`src/rtl/updown_mod_counter.sv`:
```
// rtl/updown_mod_counter.sv - up/down counter with wrap, modulo, saturate and one-shot modes
// Registered count, terminal-count pulse, one-shot busy flag and tc-rate divide-by-2 output.
module updown_mod_counter #(
  parameter int WIDTH = 8
) (
  input  logic             i_clk,
  input  logic             i_rst,
  input  logic             i_en,
  input  logic             i_dir,
  input  logic [1:0]       i_mode,
  input  logic [WIDTH-1:0] i_limit,
  input  logic             i_load,
  input  logic [WIDTH-1:0] i_load_val,
  input  logic             i_start,
  output logic [WIDTH-1:0] o_count,
  output logic             o_tc,
  output logic             o_busy,
  output logic             o_div_out
);

  localparam logic [1:0] MODE_WRAP    = 2'b00;
  localparam logic [1:0] MODE_MODULO  = 2'b01;
  localparam logic [1:0] MODE_ONESHOT = 2'b11;
  localparam logic [WIDTH-1:0] ONE    = WIDTH'(1);

  typedef enum logic {IDLE, RUN} state_t;

  state_t           r_state;
  logic [WIDTH-1:0] r_count;
  logic             r_tc;
  logic             r_div;

  logic [WIDTH-1:0] w_next;
  logic             w_tc;
  logic             w_step;
  logic             w_oneshot;

  assign w_oneshot = (i_mode == MODE_ONESHOT);
  assign w_step    = i_en && (!w_oneshot || (r_state == RUN));

  // Next value and tc flag for a step; only applied when w_step and no load.
  always_comb begin
    w_next = r_count;
    w_tc   = 1'b0;
    case (i_mode)
      MODE_WRAP: begin
        if (i_dir) begin
          w_next = r_count + ONE;
          w_tc   = (r_count == '1);
        end else begin
          w_next = r_count - ONE;
          w_tc   = (r_count == '0);
        end
      end
      MODE_MODULO: begin
        if (i_dir) begin
          if (r_count >= i_limit) begin
            w_next = '0;
            w_tc   = 1'b1;
          end else begin
            w_next = r_count + ONE;
          end
        end else begin
          if (r_count == '0) begin
            w_next = i_limit;
            w_tc   = 1'b1;
          end else begin
            w_next = r_count - ONE;
          end
        end
      end
      default: begin
        // Saturate and one-shot share the step rule; one-shot also fires when already parked.
        if (i_dir) begin
          if (r_count < i_limit) begin
            w_next = r_count + ONE;
            w_tc   = ((r_count + ONE) == i_limit);
          end else begin
            w_tc   = w_oneshot;
          end
        end else begin
          if (r_count != '0) begin
            w_next = r_count - ONE;
            w_tc   = (r_count == ONE);
          end else begin
            w_tc   = w_oneshot;
          end
        end
      end
    endcase
  end

  always_ff @(posedge i_clk) begin
    if (i_rst) begin
      r_state <= IDLE;
      r_count <= '0;
      r_tc    <= 1'b0;
      r_div   <= 1'b0;
    end else begin
      r_tc <= 1'b0;
      if (!w_oneshot) begin
        r_state <= IDLE;
      end else if ((r_state == IDLE) && i_start) begin
        r_state <= RUN;
      end else if ((r_state == RUN) && !i_load && w_step && w_tc) begin
        r_state <= IDLE;
      end

      if (i_load) begin
        r_count <= i_load_val;
      end else if (w_step) begin
        r_count <= w_next;
        r_tc    <= w_tc;
        if (w_tc) begin
          r_div <= ~r_div;
        end
      end
    end
  end

  assign o_count   = r_count;
  assign o_tc      = r_tc;
  assign o_busy    = (r_state == RUN);
  assign o_div_out = r_div;

endmodule

```
`config.mk`:
```
export PLATFORM = sky130hd
export DESIGN_NAME = updown_mod_counter
export DESIGN_NICKNAME = d
export VERILOG_FILES = /design/src/rtl/updown_mod_counter.sv
export SDC_FILE = /design/constraint.sdc
export NUM_CORES = 1
export LEC_CHECK = 0
export CORE_ASPECT_RATIO = 1.2
export CORE_MARGIN = 5
export CORE_UTILIZATION = 25
export CTS_BUF_LIST = sky130_fd_sc_hd__clkbuf_4
export CTS_CLUSTER_DIAMETER = 100
export DETAILED_ROUTE_END_ITERATION = 6
export GPL_TIMING_DRIVEN = 0
export SETUP_SLACK_MARGIN = 0.5
export SLEW_MARGIN = 20
export SYNTH_ARGS = -nofsm -noshare
export SYNTH_HDL_FRONTEND = slang
export SYNTH_SLANG_ARGS = --single-unit
```
`constraint.sdc`:
```
create_clock -name i_clk -period 5.9 [get_ports i_clk]
set_input_delay 1.18 -clock i_clk [delete_from_list [all_inputs] [get_ports i_clk]]
set_output_delay 1.18 -clock i_clk [all_outputs]
set_load 0.1 [all_outputs]
```
==> impl_results.md <==
- Status: finished clean
- Fin crit period: 3.52 ns
- DRT iter0 DRCs: 129
- Post-route cell area: 0.00180 mm²
- Simple-gate share of the synthesized area: 31.0%
- Routability-driven placement congestion ratio: 0.864
- Mapped cell area: 0.00136 mm²
- H-tree levels: 1
- Cell Area, Placed: 0.00177 mm²
- Post-Synthesis Net Count: 231
- First-pass GRT wire length: 7.17 mm
- Worst-path clk slew: 0.07 ns
- Worst VDD drop: 79.9 µV
- # nets final: 269
- DRC: 0
- R2r setup slk: 3.39 ns
- CTS buffer count: 3
- Most frequent cells in the layout: clkdlybuf4s50_1, nand2_1, o21ai_0
- Hold Violations, Final: 0
- Initial antenna violation count: 0
- Hold_ws: 0.505 ns
- Max Cap Viol: 0
- Comb power frac: 57.9%
- Post-route ant nets: 0
- DIE AREA: 0.00703 mm²
- Final Skew: 0.00171 ns
- Final core occ: 34.0%
- Grt total ovfl: 0
- Switching Fraction: 47.9%
- Final Non-Filler Cells: 295
- Diodes inserted: 0
- Cts repair resizes: 0
- Cts hold-fix bufs: 0
- Share of cells above drive strength 1: 5.58%
- DR WL/cell: 14.9 µm
- WP data required: 6.12 ns
- Reg power frac: 25.7%
- Power Density: 197 mW/mm²
- Crit share post-route: 59.6%
- Vias in the first global route: 1438
- Hold Path Class: register to register
- GRT Total Usage: 12.4%
- IO buf count: 33
- Die Y: 90.8 µm
- Post-Synth Adder-Cell Area: 10.1%
- CP startpoint kind: input port
- Post CTS Setup Buffer Count: 0
- Leakage power: 0.713 nW
- Warnings from Yosys: 0
- Ports: 35
- Mapped Cells: 196
- Sw Pwr: 0.000169 W
- FFs w/ async S/R, synth: 0%
- Most used DFF post-synth: dfxtp_1
- Max Buffers Root-to-Sink: 2
- Worst skew pair latency: 0.28 ns
- Row cnt: 29
- Yosys reg bits: 11
- Pin count of the biggest net entering global routing: 11
- Final-report setup violation count: 0
- Chip Width: 77.4 µm
- Commonest non-fill, non-tap cell in the layout: clkdlybuf4s50_1
- Post-synthesis mux area share: 1.47%
- Critical Path AT: 3.73 ns
- F_max: 284 MHz
- Max_slew headroom: 35.0%
- Vias per cell: 5.31
- Number of synthesized flops with an enable pin: 0
- Initial Util: 25.7%
- Drt pass-1 iters: 5
- Clock share of power: 16.4%
- CTS root buf: clkbuf_4
- Total number of vias: 1565
- Combinational family with the most area after synthesis: simple AND/OR/NAND/NOR gates
- DP HPWL: 3.57 mm
- Worst Setup Path Type: input port to register
- Area Overhead vs Synth: 32.2%
- Least-Margin Pin Slew: 0.973 ns
- Setup_tns: 0 ns
- CTS tree: built
- Sequential-to-total area share from yosys stat: 16.2%
- Internal: 0.000184 W
- Placed Instances: 291
- Routed WL: 4.39 mm
- RSZ-0062 raised after global routing: no
- Core area: 0.00530 mm²
- Nature of the critical path endpoint: register
- Post-Synth XOR/XNOR Area: 7.08%
- Worst-path maximum fanout: 10
- Slew Viols, Final: 0
- CTS Sinks: 11
- Count of different cell masters after synthesis: 42
- Mean Syn Cell Area: 6.95 µm²
- Compound-Gate Fraction of Synth Area: 26.5%
[cell families (layout without fill, tap and decap cells)]
logic type	Yosys count	count (layout)
and+or+nand+nor	78	78
adders and majority gates	11	11
xor gates and xnor gates	11	11
AOI/OAI and AO/OA	61	61
muxes	2	2
buffers and inverters	22	59
DFF	11	11
[power groups by stage]
stage | Combinational, W | Clock (W) | Sequential (W)
floorplan | 0.0000958 | 0 | 0.000142
global placement | 0.000203 | 0 | 0.0000926
detailed placement | 0.000203 | 0 | 0.0000929
CTS | 0.000204 | 0.0000590 | 0.0000913
global route | 0.000221 | 0.0000638 | 0.0000923
finish | 0.000205 | 0.0000580 | 0.0000910
[state kept, by name, summed over array words and instances, names as in the netlist]
register   flops
o_count        8
o_div_out      1
o_tc           1
o_busy         1
[worst paths after layout]
| kind | endpoint | startpoint | depth (start not counted) |
|---|---|---|---|
| min reg2reg | o_busy | o_busy | 1 |
| max | o_count[0] | i_limit[7] | 11 |
| max reg2reg | o_count[0] | o_count[1] | 9 |
| min | o_busy | o_busy | 1 |
[per-stage QoR]
step	total power, W	setup WS [ns]
finish	0.000354	2.38
global route	0.000377	2.11
CTS	0.000354	2.41
detailed placement	0.000296	2.12
global placement	0.000295	2.12
floorplan	0.000238	3.00
[cell usage after synthesis, types with 2 or more instances]
library cell / count / area [µm²]
o211ai_1: 3 / 22.5
ha_1: 11 / 138
nor2_1: 12 / 45.0
xnor2_1: 5 / 43.8
nand3_1: 10 / 50.1
buf_2: 3 / 15.0
nor4_1: 2 / 12.5
and2_1: 4 / 25.0
dfxtp_1: 11 / 220
mux2i_1: 2 / 20.0
nand2_1: 21 / 78.8
a21oi_1: 18 / 90.1
nor3_1: 7 / 35.0
o21a_1: 3 / 22.5
o31ai_1: 2 / 15.0
nor2b_1: 4 / 25.0
buf_6: 2 / 22.5
clkbuf_1: 4 / 15.0
a31oi_1: 7 / 43.8
inv_1: 12 / 45.0
nand4_1: 6 / 37.5
a211oi_1: 2 / 15.0
or4_1: 2 / 15.0
xor2_1: 6 / 52.6
o21ai_0: 19 / 95.1
and3_1: 2 / 12.5
[routing by layer]
metal  track usage [%]  share of wire, %
met1              16.0                45
met2              20.6                49
met3              3.39               5.4
met4              2.58               1.0
met5                 0                 0
[layout make-up]
type                    count  area (µm²)
well taps                  62        77.6
plain buffers              10        60.1
multi-input cells         163        1040
inverters                  12        45.0
repair buffers             33         330
fillers                   596        3500
flip-flops and latches     11         220
clock buffers               4        30.0
[worst max-delay path: stages]
cell and delay (ns):
clkdlybuf4s50_1 0.53, inv_1 0.06, ha_1 0.30, a21oi_1 0.15, o21a_1 0.22, nand2_1 0.07
a21oi_1 0.30, o32a_1 0.27, clkbuf_1 0.36, o21ai_0 0.15, a21oi_1 0.13
Note: power is estimated with default switching activity, not from simulation.
